File: config.mk
export PLATFORM = sky130hd
export DESIGN_NAME = imem_wide_arbiter
export DESIGN_NICKNAME = d
export VERILOG_FILES = /design/src/rtl/imem_wide_arbiter.sv
export SDC_FILE = /design/constraint.sdc
export NUM_CORES = 1
export LEC_CHECK = 0
export CAP_MARGIN = 20
export CORE_MARGIN = 2
export CORE_UTILIZATION = 42
export CTS_CLUSTER_SIZE = 10
export DETAILED_ROUTE_END_ITERATION = 10
export PLACE_DENSITY = 0.8
export RECOVER_POWER = 100
export SETUP_SLACK_MARGIN = 0.1
export SLEW_MARGIN = 20
export SYNTH_ARGS = -nofsm -noshare
export SYNTH_HDL_FRONTEND = slang
export SYNTH_SLANG_ARGS = --single-unit
File: constraint.sdc
create_clock -name clk -period 2.5 [get_ports clk]
set_clock_uncertainty 0.15 [all_clocks]
set_input_delay 0.75 -clock clk [delete_from_list [all_inputs] [get_ports clk]]
set_output_delay 0.75 -clock clk [all_outputs]
set_load 0.02 [all_outputs]
File: src/rtl/imem_wide_arbiter.sv
// imem_wide_arbiter
//
// Shares one wide instruction-memory read port (NUM_BLOCKS x 32-bit lines)
// between two line-fill requesters. Port 0 is the icache refill path. Port 1
// is a secondary line reader, such as a dictionary loader or a prefetcher.
// A round-robin grant picks the requester. Only one memory transaction is
// in flight at a time. A watchdog aborts a read that memory never answers.
//
// Ports
//   clk, reset          single clock; synchronous active-high reset
//   req0_valid/addr     port 0 request; held stable until req0_ready
//   req0_ready/rdata    port 0 one-cycle response pulse and line data
//   req1_*              same as port 0, for port 1
//   mem_valid/addr      request to imem_wide (address latched at grant)
//   mem_ready/rdata     memory completion pulse and line data
//   busy                high whenever the arbiter is not idle
//   err_timeout         sticky watchdog-abort flag, cleared only by reset
module imem_wide_arbiter #(
    parameter int NUM_BLOCKS = 2,
    parameter int TIMEOUT    = 64
) (
    input  logic                     clk,
    input  logic                     reset,
    input  logic                     req0_valid,
    input  logic [31:0]              req0_addr,
    output logic                     req0_ready,
    output logic [32*NUM_BLOCKS-1:0] req0_rdata,
    input  logic                     req1_valid,
    input  logic [31:0]              req1_addr,
    output logic                     req1_ready,
    output logic [32*NUM_BLOCKS-1:0] req1_rdata,
    output logic                     mem_valid,
    output logic [31:0]              mem_addr,
    input  logic                     mem_ready,
    input  logic [32*NUM_BLOCKS-1:0] mem_rdata,
    output logic                     busy,
    output logic                     err_timeout
);

    localparam int DW = 32 * NUM_BLOCKS;
    localparam int CW = (TIMEOUT > 0) ? $clog2(TIMEOUT + 1) : 1;
    localparam logic [CW-1:0] TO_LIMIT = CW'(TIMEOUT);

    typedef enum logic [1:0] {
        S_IDLE,
        S_ISSUE,
        S_RESP,
        S_DRAIN
    } state_t;

    state_t          state_q, state_d;
    logic            grant_q, grant_d;
    logic            last_grant_q, last_grant_d;
    logic [CW-1:0]   cnt_q, cnt_d;
    logic            mem_valid_q, mem_valid_d;
    logic [31:0]     mem_addr_q, mem_addr_d;
    logic            ready0_q, ready0_d;
    logic            ready1_q, ready1_d;
    logic [DW-1:0]   rdata0_q, rdata0_d;
    logic [DW-1:0]   rdata1_q, rdata1_d;
    logic            busy_q, busy_d;
    logic            err_q, err_d;

    logic            pick;
    logic            resp_fire;
    logic [DW-1:0]   resp_data;
    logic [CW-1:0]   cnt_inc;

    always_comb begin
        state_d      = state_q;
        grant_d      = grant_q;
        last_grant_d = last_grant_q;
        cnt_d        = cnt_q;
        mem_valid_d  = mem_valid_q;
        mem_addr_d   = mem_addr_q;
        ready0_d     = 1'b0;
        ready1_d     = 1'b0;
        rdata0_d     = rdata0_q;
        rdata1_d     = rdata1_q;
        err_d        = err_q;
        pick         = 1'b0;
        resp_fire    = 1'b0;
        resp_data    = '0;
        cnt_inc      = cnt_q + CW'(1);

        case (state_q)
            S_IDLE: begin
                if (req0_valid || req1_valid) begin
                    // On a tie the port that was not served last wins;
                    // otherwise the lone requester wins.
                    pick        = (req0_valid && req1_valid) ? ~last_grant_q : req1_valid;
                    grant_d     = pick;
                    mem_addr_d  = pick ? req1_addr : req0_addr;
                    cnt_d       = '0;
                    mem_valid_d = 1'b1;
                    state_d     = S_ISSUE;
                end
            end
            S_ISSUE: begin
                // A memory response on the same edge as the watchdog limit
                // takes precedence, so real data is never discarded.
                if (mem_ready) begin
                    resp_fire = 1'b1;
                    resp_data = mem_rdata;
                end else if (TIMEOUT != 0) begin
                    if (cnt_inc == TO_LIMIT) begin
                        resp_fire = 1'b1;
                        resp_data = '0;
                        err_d     = 1'b1;
                    end else begin
                        cnt_d = cnt_inc;
                    end
                end
                if (resp_fire) begin
                    mem_valid_d = 1'b0;
                    state_d     = S_RESP;
                    if (grant_q) begin
                        ready1_d = 1'b1;
                        rdata1_d = resp_data;
                    end else begin
                        ready0_d = 1'b1;
                        rdata0_d = resp_data;
                    end
                end
            end
            S_RESP: begin
                last_grant_d = grant_q;
                state_d      = S_DRAIN;
            end
            S_DRAIN: begin
                // No grant here: the served requester needs one cycle to drop valid.
                state_d = S_IDLE;
            end
            default: begin
                state_d = S_IDLE;
            end
        endcase

        busy_d = (state_d != S_IDLE);
    end

    always_ff @(posedge clk) begin
        if (reset) begin
            state_q      <= S_IDLE;
            grant_q      <= 1'b0;
            last_grant_q <= 1'b1;
            cnt_q        <= '0;
            mem_valid_q  <= 1'b0;
            mem_addr_q   <= '0;
            ready0_q     <= 1'b0;
            ready1_q     <= 1'b0;
            rdata0_q     <= '0;
            rdata1_q     <= '0;
            busy_q       <= 1'b0;
            err_q        <= 1'b0;
        end else begin
            state_q      <= state_d;
            grant_q      <= grant_d;
            last_grant_q <= last_grant_d;
            cnt_q        <= cnt_d;
            mem_valid_q  <= mem_valid_d;
            mem_addr_q   <= mem_addr_d;
            ready0_q     <= ready0_d;
            ready1_q     <= ready1_d;
            rdata0_q     <= rdata0_d;
            rdata1_q     <= rdata1_d;
            busy_q       <= busy_d;
            err_q        <= err_d;
        end
    end

    assign req0_ready  = ready0_q;
    assign req1_ready  = ready1_q;
    assign req0_rdata  = rdata0_q;
    assign req1_rdata  = rdata1_q;
    assign mem_valid   = mem_valid_q;
    assign mem_addr    = mem_addr_q;
    assign busy        = busy_q;
    assign err_timeout = err_q;

endmodule

==> results of run 1 <==
[cells in the final DEF (no fill, tap or decap), drive strengths merged, types with 3 or more instances in the layout]
cell type      Yosys  final
mux2i             34     34
clkbuf            34     23
nand3              3      3
inv                3      7
o311ai             3      3
bufinv             0      4
dlygate4sd3        0    165
clkinvlp           0      3
nand2              8      8
a32oi            128    128
a211oi            33     33
clkdlybuf4s50      0    131
dfxtp            176    176
nor3               7      7
nand2b             3      3
buf               40     16
nor2             169    169
o21ai              3      3
a21oi              4      4
a31oi              4      4
[final timing paths]
path | start | to | slack, ns | cells past startpoint
max reg2reg | cnt_q[0]$_SDFFE_PP0P_ | req1_rdata[6]$_SDFFE_PP0P_ | 0.29 | 6
min reg2reg | err_timeout$_SDFFE_PP0P_ | err_timeout$_SDFFE_PP0P_ | 0.32 | 2
max | req1_rdata[33]$_SDFFE_PP0P_ | req1_rdata[33] | 0.1 | 1
min | err_timeout$_SDFFE_PP0P_ | err_timeout$_SDFFE_PP0P_ | 0.32 | 2
[cell usage after synthesis, types with 2 or more instances]
library cell and count:
a211oi_1 33, a21oi_1 4, a31oi_1 4, a32oi_1 128, buf_2 17, buf_4 9, buf_6 13, clkbuf_1 29
clkbuf_4 5, dfxtp_1 176, inv_1 3, mux2i_1 34, nand2_1 8, nand2b_1 3, nand3_1 3, nor2_1 169
nor3_1 7, o21a_1 2, o21ai_0 3, o311ai_4 2, o32ai_1 2
[sequential cells by signal, summed over array words and instances, names as in the netlist]
signal and cells:
req0_rdata 64, req1_rdata 64, mem_addr 32, cnt_q 7
state_q 2, busy 1, err_timeout 1, grant_q 1
last_grant_q 1, mem_valid 1, req0_ready 1, req1_ready 1
[power groups by stage]
stage | Sequential (uW) | Combinational, uW | Clock [uW]
6_report | 3040 | 1270 | 2900
5_1_grt | 3050 | 1380 | 3040
4_1_cts | 3040 | 1340 | 2940
3_5_place_dp | 3110 | 1330 | 0
3_3_place_gp | 3100 | 1320 | 0
2_1_floorplan | 3270 | 511 | 0
[cells by family (layout without fill, tap and decap cells)]
group,after synthesis,count (layout),share of synthesized area
AOI/OAI and AO/OA,186,186,0.235
adders and majority gates,1,1,0.00186
buffers and inverters,77,351,0.0686
DFF,176,176,0.525
muxes,34,34,0.0507
and+or+nand+nor,199,199,0.119
[tightest hold or removal path: stages, from the launching register on]
cell and delay, ns:
dfxtp_1 0.32, a21oi_1 0.04, nor2_1 0.07
[layout make-up]
| type | instances | share of cell area |
|---|---|---|
| multi-input combinational | 420 | 0.261 |
| clock inverter | 13 | 0.0192 |
| timing repair buffer | 316 | 0.310 |
| tap | 216 | 0.0260 |
| inverter | 3 | 0.00108 |
| clock buffer | 19 | 0.0435 |
| sequential | 176 | 0.339 |
[stage by stage]
| stage | power (uW) | hold WS [ns] |
|---|---|---|
| 6_report | 7200 | 0.317 |
| 3_3_place_gp | 4420 | 0.301 |
| 2_1_floorplan | 3780 | 0.300 |
| 4_1_cts | 7320 | 0.333 |
| 3_5_place_dp | 4430 | 0.313 |
| 5_1_grt | 7470 | 0.350 |
[layer usage]
metal,up-vias,wire (um)
met5,-,0
met4,0,398
met3,28,2300
met2,340,10000
met1,2986,7880
li1,3062,-
==> run summary, run 1 <==
CTS tree: yes
Design Area, Final: 0.0104 mm2
Ant diodes: 0
Top delay family on crit path: buffers and inverters
RSZ-0062 raised after global routing: false
VDD IR max: 0.463 mV
Max-slew headroom: 0.461
Final setup fails: 0
Grt ovf: 0
Final worst setup slack: 0.0968 ns
Seq/Total Area, Yosys: 0.525
Setup CP Type: reg2out
Arrival time at the worst endpoint: 1.50 ns
# hold bufs at CTS: 0
Sink Count: 176
Top post-synthesis cells by area: dfxtp_1 52%, a32oi_1 17%, nor2_1 9.5%
Hold WC Path Type: reg2reg
Slew of the pin with the lowest slew margin: 0.808 ns
Vias in the first global route: 5831
Buffers on Ports: 297
Post-Syn Nets: 807
Full die area: 0.0170 mm2
M1 GR Usage: 0.282
Area grow syn2layout: 55.1%
Synth top area share: 0.525
Area leader, netlist: dfxtp_1
Setup tns final: 0 ns
Psw: 1910 uW
GRT Total Usage: 0.234
Io pins: 298
Worst Path Max Fanout: 2
# fillers: 1279
Layout cells sized above 1: 0.0581
Buf+Inv Stages, Crit Path: 1
Status: completed
Routed len/inst: 17.7 um
Period minus WS final: 2.40 ns
Clk slew on worst S/H paths: 0.07 ns
DP HPWL: 13.9 mm
Critical-path top delay cell: dlygate4sd3_1
Post-Syn Area: 0.00671 mm2
Final GP Congestion: 0.867
Seq pwr share: 0.422
Syn_area_per_cell: 9.97 um2
Pre-CTS WS: 0.0132 ns
CTS Buf Count: 17
Number of flops mapped to enable cells by yosys: 0
Router iterations before antenna repair: 7
WL final: 20.6 mm
Global route hottest layer: met2
Crit-path max cell delay: 0.69 ns
Vias: 6416
Asr flop ratio synth: 0
Cells after synthesis: 673
Post-CTS setup buffer count: 0
DR vias/cell: 5.52
Clock insertion delay at the later pin of the skew report: 0.42 ns
# DRC: 0
Core Area: 0.0158 mm2
Critical Path Source Type: register
Die height: 130 um
#FFs+latches synth: 176
Top FF cell, synth: dfxtp_1
Sw Share: 0.265
CP cell instances: dlygate4sd3_1
Detailed Route Iter0 Violations: 506
Power per cell area: 692 mW/mm2
Final core occ: 0.660
Number of cells in the finished layout apart from fillers: 1163
Synth warn: 0
Final period util: 0.961
Initial core utilization: 0.426
Row count: 46
Global-route wire length before repair: 31.3 mm
Final Slew Violations: 0
Combinational power share: 0.176
Netlist cell types: 40
Met3 GRT Util: 0.0871
Max clock buf depth: 2
Pleak: 0.00417 uW
Max Freq: 416 MHz
Power share of the clock group: 0.402
Largest net degree at the start of global routing: 93
Reg area: 0.00352 mm2
Post-CTS sizing: 0
Root Driver: clkbuf_16
Internal power: 5290 uW
H-tree levels: 4
Final Hold Violating Endpoints: 0
Critical path capture point type: output port
WP data required: 1.60 ns
Initial antenna violation count: 0
Met2 Use GR: 0.391
Post-DRT Antenna Nets: 0
Dpl cells: 1131
Max_cap viols: 0
DP Area: 0.00980 mm2
Die W: 130 um
Multi-input gate area: 0.00272 mm2
Nets: 1068
(Power assumes the default switching activity.)
==> run 2, diff against run 1 <==
GPL_TIMING_DRIVEN = 0   (was default)
==> run 2 against run 1 <==
  * Sequential power about the same
  * Critical path depth unchanged
  * Die area did not move
  * First-iteration DRC count shrank 41%
  * Critical path type unchanged
==> run summary, run 2 (synthesis gave the netlist of run 1 again) <==
Final worst setup slack: 0.103 ns (+0.00581 ns)
RSZ-0062 raised after global routing: false
# DRC: 0 (unchanged)
Final period util: 0.959 (-0.00232)
Pre-CTS WS: -0.332 ns (-0.346 ns)
Setup tns final: 0 ns (unchanged)
Nets: 1121 (+5.0%)
Pleak: 0.00428 uW (+2.6%)
CTS Buf Count: 17 (unchanged)
Power per cell area: 651 mW/mm2 (-5.9%)
Area grow syn2layout: 56.6%
Full die area: 0.0170 mm2 (unchanged)
DP HPWL: 16.7 mm (+20%)
Final Slew Violations: 0 (unchanged)
Routed len/inst: 18.5 um (+4.4%)
Max clock buf depth: 2 (unchanged)
Multi-input gate area: 0.00274 mm2 (+0.51%)
Max Freq: 417 MHz (+0.24%)
Vias: 6727 (+4.8%)
Worst Path Max Fanout: 2 (unchanged)
Global-route wire length before repair: 33.6 mm (+7.5%)
DP Area: 0.00993 mm2 (+1.4%)
Max_cap viols: 0 (unchanged)
Design Area, Final: 0.0105 mm2 (+0.97%)
Critical path capture point type: output port
Vias in the first global route: 6282 (+7.7%)
Buf+Inv Stages, Crit Path: 1 (unchanged)
Most frequent cells in the layout: 176 x dfxtp_1, 168 x nor2_1, 164 x dlygate4sd3_1
Detailed Route Iter0 Violations: 300 (-41%)
# hold bufs at CTS: 0 (unchanged)
Die W: 130 um (unchanged)
Leading cell type in the layout, fill and taps excluded: dfxtp_1
Clock insertion delay at the later pin of the skew report: 0.42 ns (about the same)
Final setup fails: 0 (unchanged)
Row count: 46 (unchanged)
# fillers: 1312 (+2.6%)
Die height: 130 um (unchanged)
WP data required: 1.60 ns (about the same)
Critical Path Source Type: register
Post-CTS setup buffer count: 0 (unchanged)
CP cell instances: dlygate4sd3_1
Hold WC Path Type: reg2reg
VDD IR max: 0.451 mV (-2.6%)
WL final: 22.5 mm (+9.3%)
Period minus WS final: 2.40 ns (-0.00581 ns)
Status: completed
Initial antenna violation count: 1 (+1)
CTS tree: yes
Clk slew on worst S/H paths: 0.07 ns (about the same)
Buffers on Ports: 295 (-0.67%)
Root Driver: clkbuf_16
DR vias/cell: 5.53 (+0.20%)
Sink Count: 176 (unchanged)
Setup CP Type: reg2out
Final GP Congestion: 0.865 (-0.23%)
H-tree levels: 4 (unchanged)
Layout cells sized above 1: 0.0850 (+0.0269)
Top delay family on crit path: buffers and inverters
Grt ovf: 0 (unchanged)
Core Area: 0.0158 mm2 (unchanged)
Io pins: 298 (unchanged)
Final Hold Slack: 0.321 ns (+0.00450 ns)
Post-DRT Antenna Nets: 0 (unchanged)
GRT Total Usage: 0.256 (+0.0216)
Max-slew headroom: 0.480 (+0.0197)
Initial core utilization: 0.426 (unchanged)
Router iterations before antenna repair: 5 (-2)
Crit-path max cell delay: 0.74 ns (+0.05 ns)
Reg area: 0.00352 mm2 (unchanged)
Slew of the pin with the lowest slew margin: 0.778 ns (-0.0304 ns)
Final Hold Violating Endpoints: 0 (unchanged)
Largest net degree at the start of global routing: 17 (-82%)
Critical-path top delay cell: dlygate4sd3_1
Arrival time at the worst endpoint: 1.50 ns (about the same)
==> run 2: cell count changes in the layout (fill, tap and decap cells not counted), sizes merged, moves of 2 or more <==
cell	previous run	this run
buf	16	36
bufinv	4	0
clkbuf	23	60
clkinv	2	7
inv	7	5
==> run 2: final cells by class <==
| class | instances | share of cell area |
|---|---|---|
| Inverter | 3 | 0.00107 |
| Antenna cell | 1 | 0.000238 |
| Buffer | 74 | 0.0438 |
| Tap cell | 216 | 0.0257 |
| Multi-Input combinational cell | 420 | 0.260 |
| Clock buffer | 21 | 0.0457 |
| Clock inverter | 11 | 0.00750 |
| Sequential cell | 176 | 0.335 |
| Timing Repair Buffer | 295 | 0.280 |
==> run 2: report_power, final <==
part / switching (uW) / internal (uW)
clock network: 1100 / 1380
registers: 74.6 / 2960
logic: 729 / 598
total: 1910 / 4930
==> run 2: stage by stage <==
| step | power (uW) | util | std cells |
|---|---|---|---|
| finish | 6840 | 0.666 | 1217 |
| global route | 7120 | 0.666 | 1217 |
| CTS | 6930 | 0.666 | 1216 |
| detailed placement | 4470 | 0.630 | 1184 |
| global placement | 4450 | 0.630 | 1184 |
| floorplan | 3780 | - | 673 |
==> run 2: worst paths after layout <==
path                                                  start                          to  slack (ns)  cells after the start
worst max-delay path            req0_rdata[31]$_SDFFE_PP0P_              req0_rdata[31]        0.10                      1
worst min-delay path               err_timeout$_SDFFE_PP0P_    err_timeout$_SDFFE_PP0P_        0.32                      2
worst max register to register        cnt_q[0]$_SDFFE_PP0P_  req0_rdata[3]$_SDFFE_PP0P_        0.24                      7
worst min register to register     err_timeout$_SDFFE_PP0P_    err_timeout$_SDFFE_PP0P_        0.32                      2
==> run 2: routing by layer <==
layer  share of wire  global-route usage
met1            0.39               0.303
met4           0.031               0.121
met3           0.098              0.0790
met5               0                   0
met2            0.48               0.426
==> run 2: repair_timing <==
action                                  CTS  global route
resized for setup                         1            14
endpoints found under the setup margin   21            35
hold endpoints to repair                  0             0
pin swaps                                 0             1
==> run 3, diff against run 2 <==
CORE_UTILIZATION = 43   (was 42)
PLACE_DENSITY = 0.82   (was 0.8)
clock period = 3.1 ns   (was 2.5 ns; I/O delays follow)
==> run 3 against run 2 <==
  * Hold slack improved by 0.012 ns
  * Sequential cell count did not move
  * Cell count is 2.5% lower
  * Global-route usage up 0.74 points
  * Final area decreased by 0.31%
  * Critical path depth rose by 6
  * Non-clock buffer count is the same
  * Routed wire length down 0.49%
  * Total power shrank 17%
  * Die area is 2.3% lower
  * Setup slack improved by 0.26 ns
  * Register-to-register slack better by 0.12 ns
  * Highest routed layer unchanged
==> run summary, run 3 (synthesis gave the netlist of run 1 again) <==
Status: completed
Internal power: 4150 uW (-16%)
Met3 GRT Util: 0.0869 (+0.00791)
Most frequent cells in the layout: 176 x dfxtp_1, 169 x nor2_1, 166 x dlygate4sd3_1
Power share of the clock group: 0.385 (+0.022)
Power per cell area: 545 mW/mm2 (-16%)
Clock insertion delay at the later pin of the skew report: 0.43 ns (about the same)
Top delay family on crit path: compound AO/OA/AOI/OAI gates
Routed len/inst: 18.9 um (+2.0%)
RSZ-0062 raised after global routing: false
Final period util: 0.884
Full die area: 0.0166 mm2 (-2.3%)
Largest net degree at the start of global routing: 17 (unchanged)
Post-CTS setup buffer count: 0 (unchanged)
Nets: 1121 (unchanged)
Final GP Congestion: 0.869 (+0.45%)
Max_cap viols: 0 (unchanged)
DP HPWL: 16.5 mm (-0.95%)
Number of cells in the finished layout apart from fillers: 1187 (-2.5%)
Max-slew headroom: 0.161 (-0.320)
Detailed Route Iter0 Violations: 481 (+60%)
Seq pwr share: 0.428 (-0.015)
Row count: 45 (-2.2%)
Critical Path Source Type: register
Layout cells sized above 1: 0.0761 (-0.00892)
Clk slew on worst S/H paths: 0.07 ns (about the same)
# hold bufs at CTS: 0 (unchanged)
Dpl cells: 1156 (-2.4%)
Slew of the pin with the lowest slew margin: 1.26 ns (+0.479 ns)
Area grow syn2layout: 56.1%
WP data required: 3.31 ns (+1.71 ns)
Critical-path top delay cell: o311ai_2
Setup CP Type: reg2reg
H-tree levels: 4 (unchanged)
CTS Buf Count: 17 (unchanged)
Ant diodes: 0 (-1)
Crit-path max cell delay: 1.07 ns (+0.33 ns)
Final Hold Violating Endpoints: 0 (unchanged)
# DRC: 0 (unchanged)
Sw Share: 0.272 (-0.00653)
Max clock buf depth: 2 (unchanged)
Period minus WS final: 2.74 ns
Pre-CTS WS: 0.0236 ns (+0.356 ns)
Root Driver: clkbuf_16
Leading cell type in the layout, fill and taps excluded: dfxtp_1
WL final: 22.4 mm (-0.49%)
Multi-input gate area: 0.00271 mm2 (-1.0%)
Reg area: 0.00352 mm2 (unchanged)
Setup tns final: 0 ns (unchanged)
VDD IR max: 0.377 mV (-16%)
Vias in the first global route: 6360 (+1.2%)
Die W: 129 um (-1.1%)
Post-DRT Antenna Nets: 0 (unchanged)
Critical path capture point type: register
Final worst setup slack: 0.358 ns (+0.255 ns)
Psw: 1550 uW (-19%)
Router iterations before antenna repair: 5 (unchanged)
Global-route wire length before repair: 33.9 mm (+0.80%)
Arrival time at the worst endpoint: 2.95 ns (+1.45 ns)
CP cell instances: ha_1 > and4_1 > clkbuf_1 > o311ai_2 > buf_6 > a32oi_1 > nor2_1
# fillers: 1186 (-9.6%)
CTS tree: yes
Sink Count: 176 (unchanged)
Grt ovf: 0 (unchanged)
Max Freq: 365 MHz
DR vias/cell: 5.70 (+3.2%)
Reg2Reg Setup Slack: 0.36 ns (+0.12 ns)
Io pins: 298 (unchanged)
Worst Path Max Fanout: 10 (+8)
Final Slew Violations: 0 (unchanged)
Buf+Inv Stages, Crit Path: 2 (+1)
Global route hottest layer: met2
Die height: 129 um (-1.1%)
GRT Total Usage: 0.263 (+0.00741)
Met2 Use GR: 0.435 (+0.00917)
Final setup fails: 0 (unchanged)
Post-CTS sizing: 0 (-1)
Initial core utilization: 0.441 (+0.0159)
Vias: 6770 (+0.64%)
Pleak: 0.00428 uW (about the same)
Buffers on Ports: 295 (unchanged)
Core Area: 0.0152 mm2 (-3.6%)
Combinational power share: 0.187 (-0.007)
Initial antenna violation count: 0 (-1)
M1 GR Usage: 0.310 (+0.00712)
Final Hold Slack: 0.333 ns (+0.0119 ns)
Hold WC Path Type: reg2reg
## run 3: changes by cell type in the layout (fill, tap and decap cells not counted), sizes merged
| cell | change |
|---|---|
| dlygate4sd3 | +2 |
| clkbuf | -4 |
| diode | -1 |
| clkinv | -1 |
| clkdlybuf4s50 | -1 |
| buf | +1 |
| bufinv | +3 |
| inv | -1 |
## run 3: layout make-up
type / instances / share of cell area
Buffer: 74 / 0.0422
Clock buffer: 19 / 0.0423
Clock inverter: 12 / 0.0154
Inverter: 3 / 0.00107
Multi-Input combinational cell: 420 / 0.258
Sequential cell: 176 / 0.336
Tap cell: 188 / 0.0225
Timing Repair Buffer: 295 / 0.282
## run 3: per-stage QoR
stage	util	instance area [um2]	power (uW)
2_1_floorplan	-	6710	3050
3_3_place_gp	0.651	9900	3590
3_5_place_dp	0.651	9900	3600
4_1_cts	0.691	10500	5780
5_1_grt	0.689	10500	5910
6_report	0.689	10500	5710
## run 3: power groups by stage
stage / logic, uW / registers (uW) / clock network (uW)
detailed placement: 1100 / 2500 / 0
floorplan: 412 / 2630 / 0
CTS: 1110 / 2450 / 2220
global placement: 1090 / 2490 / 0
global route: 1140 / 2460 / 2310
finish: 1070 / 2440 / 2200
## run 3: worst paths after layout
| path | depth (start not counted) | to | from |
|---|---|---|---|
| worst max register to register | 7 | req0_rdata[56]$_SDFFE_PP0P_ | cnt_q[0]$_SDFFE_PP0P_ |
| worst min-delay path | 2 | req0_rdata[60]$_SDFFE_PP0P_ | req0_rdata[60]$_SDFFE_PP0P_ |
| worst max-delay path | 7 | req0_rdata[56]$_SDFFE_PP0P_ | cnt_q[0]$_SDFFE_PP0P_ |
| worst min register to register | 2 | req0_rdata[60]$_SDFFE_PP0P_ | req0_rdata[60]$_SDFFE_PP0P_ |
## run 3: layer usage
| layer | vias to the layer above | wire [um] | part of all wire |
|---|---|---|---|
| li1 | 3164 | - | - |
| met1 | 3173 | 8520 | 0.38 |
| met2 | 370 | 10800 | 0.48 |
| met3 | 63 | 2260 | 0.10 |
| met4 | 0 | 856 | 0.038 |
| met5 | - | 0 | 0 |
## run 3: worst register-to-register path, cell delays in order, from the launching register on
cell	delay, ns
dfxtp_1	0.36
ha_1	0.27
and4_1	0.19
clkbuf_1	0.18
o311ai_2	1.07
buf_6	0.26
a32oi_1	0.07
nor2_1	0.11
